### config.mk
export PLATFORM = sky130hd
export DESIGN_NAME = alu_seq
export DESIGN_NICKNAME = d
export VERILOG_FILES = /design/src/rtl/alu_seq.sv
export SDC_FILE = /design/constraint.sdc
export NUM_CORES = 1
export LEC_CHECK = 0
export ABC_CLOCK_PERIOD_IN_PS = 5700
export BUFFER_PORTS_ARGS = -buffer_cell sky130_fd_sc_hd__buf_4
export CORE_UTILIZATION = 45
export DETAILED_ROUTE_END_ITERATION = 6
export PLACE_DENSITY = 0.67
export RECOVER_POWER = 50
export SYNTH_ARGS = -nofsm -noshare
export SYNTH_HDL_FRONTEND = slang
export SYNTH_SLANG_ARGS = --single-unit
export TNS_END_PERCENT = 10
### constraint.sdc
create_clock -name clk -period 5.7 [get_ports clk]
set_clock_uncertainty 0.1 [all_clocks]
set_input_delay 0 -clock clk [delete_from_list [all_inputs] [get_ports clk]]
set_output_delay 0 -clock clk [all_outputs]
set_load 0.05 [all_outputs]
### src/rtl/alu_seq.sv
// Registered ALU with iterative unsigned MULU/DIVU; single-cycle ops complete on the accepting edge,
// MULU/DIVU(B!=0) take WIDTH cycles. start is ignored while busy; no other backpressure.
module alu_seq #(
    parameter int WIDTH = 32
) (
    input  logic             clk,
    input  logic             rst,
    input  logic             start,
    input  logic [WIDTH-1:0] A,
    input  logic [WIDTH-1:0] B,
    input  logic [3:0]       ALUoperation,
    output logic [WIDTH-1:0] ALUResult,
    output logic [WIDTH-1:0] hi,
    output logic             zero,
    output logic             div_by_zero,
    output logic             busy,
    output logic             done
);

    localparam logic [3:0] OP_AND  = 4'b0000;
    localparam logic [3:0] OP_OR   = 4'b0001;
    localparam logic [3:0] OP_ADD  = 4'b0010;
    localparam logic [3:0] OP_SUB  = 4'b0110;
    localparam logic [3:0] OP_SLT  = 4'b0111;
    localparam logic [3:0] OP_MULU = 4'b1000;
    localparam logic [3:0] OP_DIVU = 4'b1001;
    localparam logic [3:0] OP_SLTU = 4'b1010;
    localparam logic [3:0] OP_XOR  = 4'b1011;
    localparam logic [3:0] OP_NOR  = 4'b1100;

    localparam logic [WIDTH-1:0] LAST = WIDTH'(WIDTH - 1);
    localparam logic [WIDTH-1:0] ONE  = WIDTH'(1);

    typedef enum logic {IDLE, RUN} state_t;

    state_t             state, state_nxt;
    logic [WIDTH-1:0]   cnt;
    logic [WIDTH-1:0]   opnd;
    logic [2*WIDTH-1:0] acc;
    logic               is_div;

    logic               accept;
    logic               b_zero;
    logic               go_run;
    logic [WIDTH-1:0]   sc_res;
    logic [WIDTH:0]     mul_sum;
    logic [WIDTH:0]     div_sh;
    logic [WIDTH:0]     div_diff;
    logic [2*WIDTH-1:0] mul_nxt;
    logic [2*WIDTH-1:0] div_nxt;
    logic [2*WIDTH-1:0] step_nxt;

    assign accept = start && (state == IDLE);
    assign b_zero = (B == '0);
    assign go_run = (ALUoperation == OP_MULU) || ((ALUoperation == OP_DIVU) && !b_zero);
    assign busy   = (state == RUN);

    // acc = {partial product, remaining multiplier bits}; one multiplier bit retired per cycle
    assign mul_sum = {1'b0, acc[2*WIDTH-1:WIDTH]} + (acc[0] ? {1'b0, opnd} : {(WIDTH+1){1'b0}});
    assign mul_nxt = {mul_sum, acc[WIDTH-1:1]};

    // acc = {remainder, dividend bits shifting out / quotient bits shifting in}
    assign div_sh   = {acc[2*WIDTH-1:WIDTH], acc[WIDTH-1]};
    assign div_diff = div_sh - {1'b0, opnd};
    assign div_nxt  = div_diff[WIDTH] ? {div_sh[WIDTH-1:0], acc[WIDTH-2:0], 1'b0}
                                      : {div_diff[WIDTH-1:0], acc[WIDTH-2:0], 1'b1};

    assign step_nxt = is_div ? div_nxt : mul_nxt;

    always_comb begin
        sc_res = '0;
        case (ALUoperation)
            OP_AND:  sc_res = A & B;
            OP_OR:   sc_res = A | B;
            OP_ADD:  sc_res = A + B;
            OP_SUB:  sc_res = A - B;
            OP_SLT:  sc_res[0] = ($signed(A) < $signed(B));
            OP_SLTU: sc_res[0] = (A < B);
            OP_XOR:  sc_res = A ^ B;
            OP_NOR:  sc_res = ~(A | B);
            default: sc_res = '0;
        endcase
    end

    always_ff @(posedge clk or negedge rst) begin
        if (!rst) state <= IDLE;
        else      state <= state_nxt;
    end

    always_comb begin
        state_nxt = state;
        case (state)
            IDLE:    if (start && go_run) state_nxt = RUN;
            RUN:     if (cnt == LAST) state_nxt = IDLE;
            default: state_nxt = IDLE;
        endcase
    end

    always_ff @(posedge clk or negedge rst) begin
        if (!rst) begin
            cnt         <= '0;
            opnd        <= '0;
            acc         <= '0;
            is_div      <= 1'b0;
            ALUResult   <= '0;
            hi          <= '0;
            zero        <= 1'b1;
            div_by_zero <= 1'b0;
            done        <= 1'b0;
        end else begin
            done <= 1'b0;
            if (accept) begin
                cnt <= '0;
                if (ALUoperation == OP_MULU) begin
                    acc    <= {{WIDTH{1'b0}}, B};
                    opnd   <= A;
                    is_div <= 1'b0;
                end else if (ALUoperation == OP_DIVU && !b_zero) begin
                    acc    <= {{WIDTH{1'b0}}, A};
                    opnd   <= B;
                    is_div <= 1'b1;
                end else if (ALUoperation == OP_DIVU) begin
                    ALUResult   <= '1;
                    hi          <= A;
                    zero        <= 1'b0;
                    div_by_zero <= 1'b1;
                    done        <= 1'b1;
                end else begin
                    ALUResult   <= sc_res;
                    hi          <= '0;
                    zero        <= (sc_res == '0);
                    div_by_zero <= 1'b0;
                    done        <= 1'b1;
                end
            end else if (state == RUN) begin
                acc <= step_nxt;
                cnt <= cnt + ONE;
                // results only leave the datapath on the final iteration
                if (cnt == LAST) begin
                    ALUResult   <= step_nxt[WIDTH-1:0];
                    hi          <= step_nxt[2*WIDTH-1:WIDTH];
                    zero        <= (step_nxt[WIDTH-1:0] == '0);
                    div_by_zero <= 1'b0;
                    done        <= 1'b1;
                end
            end
        end
    end

endmodule

==> metrics.log <==
[metrics] run status: complete, but fails checks
[metrics] failing checks: DRC, capacitance limit, slew limit
[metrics] post-synth top area cell: sky130_fd_sc_hd__dfrtp_1
[metrics] Period minus WS final: 4.42 ns
[metrics] critical register-to-register path startpoint: acc[0]
[metrics] max cap viols: 2
[metrics] worst relative slew slack: -22.6%
[metrics] synthesized net count: 2,800
[metrics] largest driver fanout on the critical path: 28
[metrics] number of flops mapped to enable cells by yosys: 0
[metrics] largest vdd supply drop: 0.000135 V
[metrics] ratio of total power to cell area: 186 mW/mm^2
[metrics] setup repair after global routing missed its margin: no
[metrics] Initial Utilization: 45.7%
[metrics] fraction of final layout cells sized beyond drive strength 1: 8.30%
[metrics] Cell variety after synth: 109
[metrics] Die W: 211 um
[metrics] post-route ant nets: 0
[metrics] via-per-instance ratio: 6.41
[metrics] flip-flop cell with the highest count after synthesis: sky130_fd_sc_hd__dfrtp_1
[metrics] required time at the endpoint of the critical path: 5.95 ns
[metrics] Worst Setup Slack post-DPL: 1.41 ns
[metrics] post-route total power: 4.16 mW
[metrics] Die Y: 211 um
[metrics] count of cells along the worst hold path: 5
[metrics] Synth top cells by count: sky130_fd_sc_hd__nand2_1, sky130_fd_sc_hd__nor2_1, sky130_fd_sc_hd__a21oi_1, sky130_fd_sc_hd__dfrtp_1, sky130_fd_sc_hd__ha_1
[metrics] capturing instance or port of the critical path: hi[31]
[metrics] worst min-delay path class: input pin to register
[metrics] Layout Nets: 2,934
[metrics] P&R area growth vs syn: 13.8%
[metrics] CP startpoint: acc[0]
[metrics] worst-path cell with the longest stage delay: sky130_fd_sc_hd__dfrtp_1
[metrics] largest net degree at the start of global routing: 92
[metrics] CP Capture Type: register
[metrics] wire length reported by the detailed router: 78,600 um
[metrics] mapped cell area: 0.0197 sq mm
[metrics] average instance area after synthesis: 7.71 sq um
[metrics] port buffer count: 138
[metrics] transition time of the tightest slew-check pin: 1.84 ns
[metrics] overall overflow remaining after global route: 0
[metrics] clock slew seen by the registers of the worst setup and hold paths: 0.08 ns
[metrics] ordered list of cells on the worst path: and2_1, ha_1, fa_1, a21o_1, a221o_1, a32oi_1, a211oi_1, o21a_1, o41ai_1, nor2b_1, o21ai_0, a221o_1, a31oi_1
[metrics] core outline area: 0.0431 sq mm
[metrics] count of boundary I/O pins: 139
[metrics] count of yosys warnings during synthesis: 0
[metrics] Async S/R FF share, synth: 100%
[metrics] GR Util All Layers: 35.6%
[metrics] Critical R2R Capture: hi[31]
[metrics] number of endpoints failing setup at the final stage: 0
[metrics] post-synth top area share: 24.9%
[metrics] via count of the first global-routing pass: 20,300
[metrics] H-Tree Level Count: 4
[metrics] clk sinks: 197
[metrics] share of the cycle needed by the critical path after routing: 77.6%
[metrics] die area: 0.0446 sq mm
[metrics] number of buffers created by CTS: 17
[metrics] Crit Path Category: register to register
[metrics] fin worst setup slack: 1.28 ns
[metrics] part of the Yosys area used for sequential elements: 25.1%
[metrics] wire length of the first global-routing pass: 121,000 um
[metrics] Skew-Pair Late Insertion Delay: 0.51 ns
[metrics] final design utilization: 52.0%
[metrics] biggest cell delay along the critical path: 0.66 ns
[metrics] count of state elements after synthesis: 197
[metrics] count of final max-slew check failures: 131
[metrics] sort of element at the start of the critical path: register
[metrics] worst setup slack for register-to-register paths: 1.28 ns
[metrics] dominant cells by area after synthesis: sky130_fd_sc_hd__dfrtp_1, sky130_fd_sc_hd__ha_1, sky130_fd_sc_hd__nand2_1, sky130_fd_sc_hd__a21oi_1, sky130_fd_sc_hd__nor2_1
[metrics] count of cells along the worst register-to-register path: 13
[metrics] total vias in the final route: 21,100
[metrics] arrival time at the worst endpoint: 4.67 ns
[metrics] cell row count: 76
[metrics] most frequent cell on the critical path: sky130_fd_sc_hd__a221o_1
[metrics] number of hold violations in the final report: 0
[metrics] detailed router's first-iteration violation count: 2,412
[metrics] clock tree from TritonCTS: built
[metrics] fmax: 0.226 GHz
[metrics] initial antenna violation count: 2
[metrics] deepest clock path buffer count: 2
[metrics] Syn Inst Count: 2,552
[metrics] most frequent cell after synthesis: sky130_fd_sc_hd__nand2_1
[metrics] gp weighted congestion: 0.997
[metrics] sum of negative setup slack: 0 ns
[metrics] Root Buffer Master: sky130_fd_sc_hd__clkbuf_16
[metrics] post-detail-place hpwl: 56,600 um
[metrics] Wirelength per Cell: 23.9 um
[metrics] router iterations before antenna repair: 7
[metrics] final routed DRC violation total: 8
[metrics] postcts setup bufs: 0
[metrics] P_leak: 10.3 nW
flip-flops by register name (all words and copies together) (netlist names):
register,count
ALUResult,32
busy,1
is_div,1
div_by_zero,1
zero,1
opnd,32
hi,32
done,1
acc,64
cnt,32
final cells by class:
type                            instances  area (sq um)
Antenna cell                            1          2.50
Multi-Input combinational cell       2053         13600
Clock inverter                         15           181
Inverter                              154           578
Timing Repair Buffer                  263          1960
Sequential cell                       197          4930
Tap cell                              585           732
Clock buffer                           17           425
Fill cell                            4195         20700
cells by family (layout without fill, tap and decap cells):
logic type               after synthesis  count (layout)  synth area share [%]
multiplexers                          55              55                  2.99
AND/OR/NAND/NOR                      925             925                  22.3
buffers and inverters                302             449                  6.40
adder cells (fa/ha/maj)              177             177                  11.4
XOR/XNOR                              64              64                  2.85
AO/OA/AOI/OAI                        832             832                  29.0
other                                  0               1                     0
flip-flops                           197             197                  25.1
critical path: cells and delay by family (launching register included):
family | cells | cell delay [ns]
compound gates | 9 | 2.52
flops | 1 | 0.66
fa+ha+maj | 2 | 0.62
simple gates | 2 | 0.38
per-stage QoR:
step	hold WS [ns]	area [sq um]	instances
2_1_floorplan	-0.396	19700	2552
4_1_cts	0.130	22700	3284
5_1_grt	0.218	22400	3284
6_report	0.195	22400	3285
3_3_place_gp	-0.0463	21100	3156
3_5_place_dp	-0.0380	21100	3156
cells in the final DEF (no fill, tap or decap), types with 37 or more instances in the layout:
master and n:
sky130_fd_sc_hd__nand2_1 325, sky130_fd_sc_hd__nor2_1 244, sky130_fd_sc_hd__a21oi_1 208, sky130_fd_sc_hd__dfrtp_1 195, sky130_fd_sc_hd__ha_1 173, sky130_fd_sc_hd__inv_1 153, sky130_fd_sc_hd__o21ai_0 131, sky130_fd_sc_hd__dlygate4sd3_1 95
sky130_fd_sc_hd__buf_4 95, sky130_fd_sc_hd__a31oi_1 73, sky130_fd_sc_hd__clkbuf_1 70, sky130_fd_sc_hd__a21o_1 60, sky130_fd_sc_hd__nand3_1 49, sky130_fd_sc_hd__a211oi_1 49, sky130_fd_sc_hd__xnor2_1 44, sky130_fd_sc_hd__and2_1 42
sky130_fd_sc_hd__nor2b_1 41, sky130_fd_sc_hd__nor4_1 38, sky130_fd_sc_hd__nor3_1 37
per-layer routing:
metal,vias up,global-route usage [%],part of all wire (%)
met5,-,0,0
met3,249,7.69,9.8
met4,0,17.2,5.2
met2,1125,54.4,44
li1,9577,-,-
met1,10100,47.4,41
where the power goes:
| part | switching, mW | leakage, nW | internal (mW) |
|---|---|---|---|
| combinational | 0.866 | 7.44 | 0.552 |
| clock | 0.696 | 0.293 | 0.594 |
| sequential | 0.0370 | 2.58 | 1.42 |
| total | 1.60 | 10.3 | 2.57 |
how the worst min path moves through the flow:
stage          startpoint      endpoint  slack, ns
2_1_floorplan         rst  ALUResult[0]      -0.40
3_3_place_gp          rst       cnt[24]      -0.05
3_5_place_dp          rst       cnt[20]      -0.04
4_1_cts              B[0]        acc[0]       0.13
5_1_grt             B[31]          zero       0.22
6_report             B[0]        acc[0]       0.20
what timing repair did:
item / 4_1_cts / 5_1_grt
endpoints found under the hold margin: 172 / 0
gates resized for setup: 0 / 0
hold buffers: 96 / 0
endpoints found under the setup margin: 0 / 0
(Power assumes the default switching activity.)
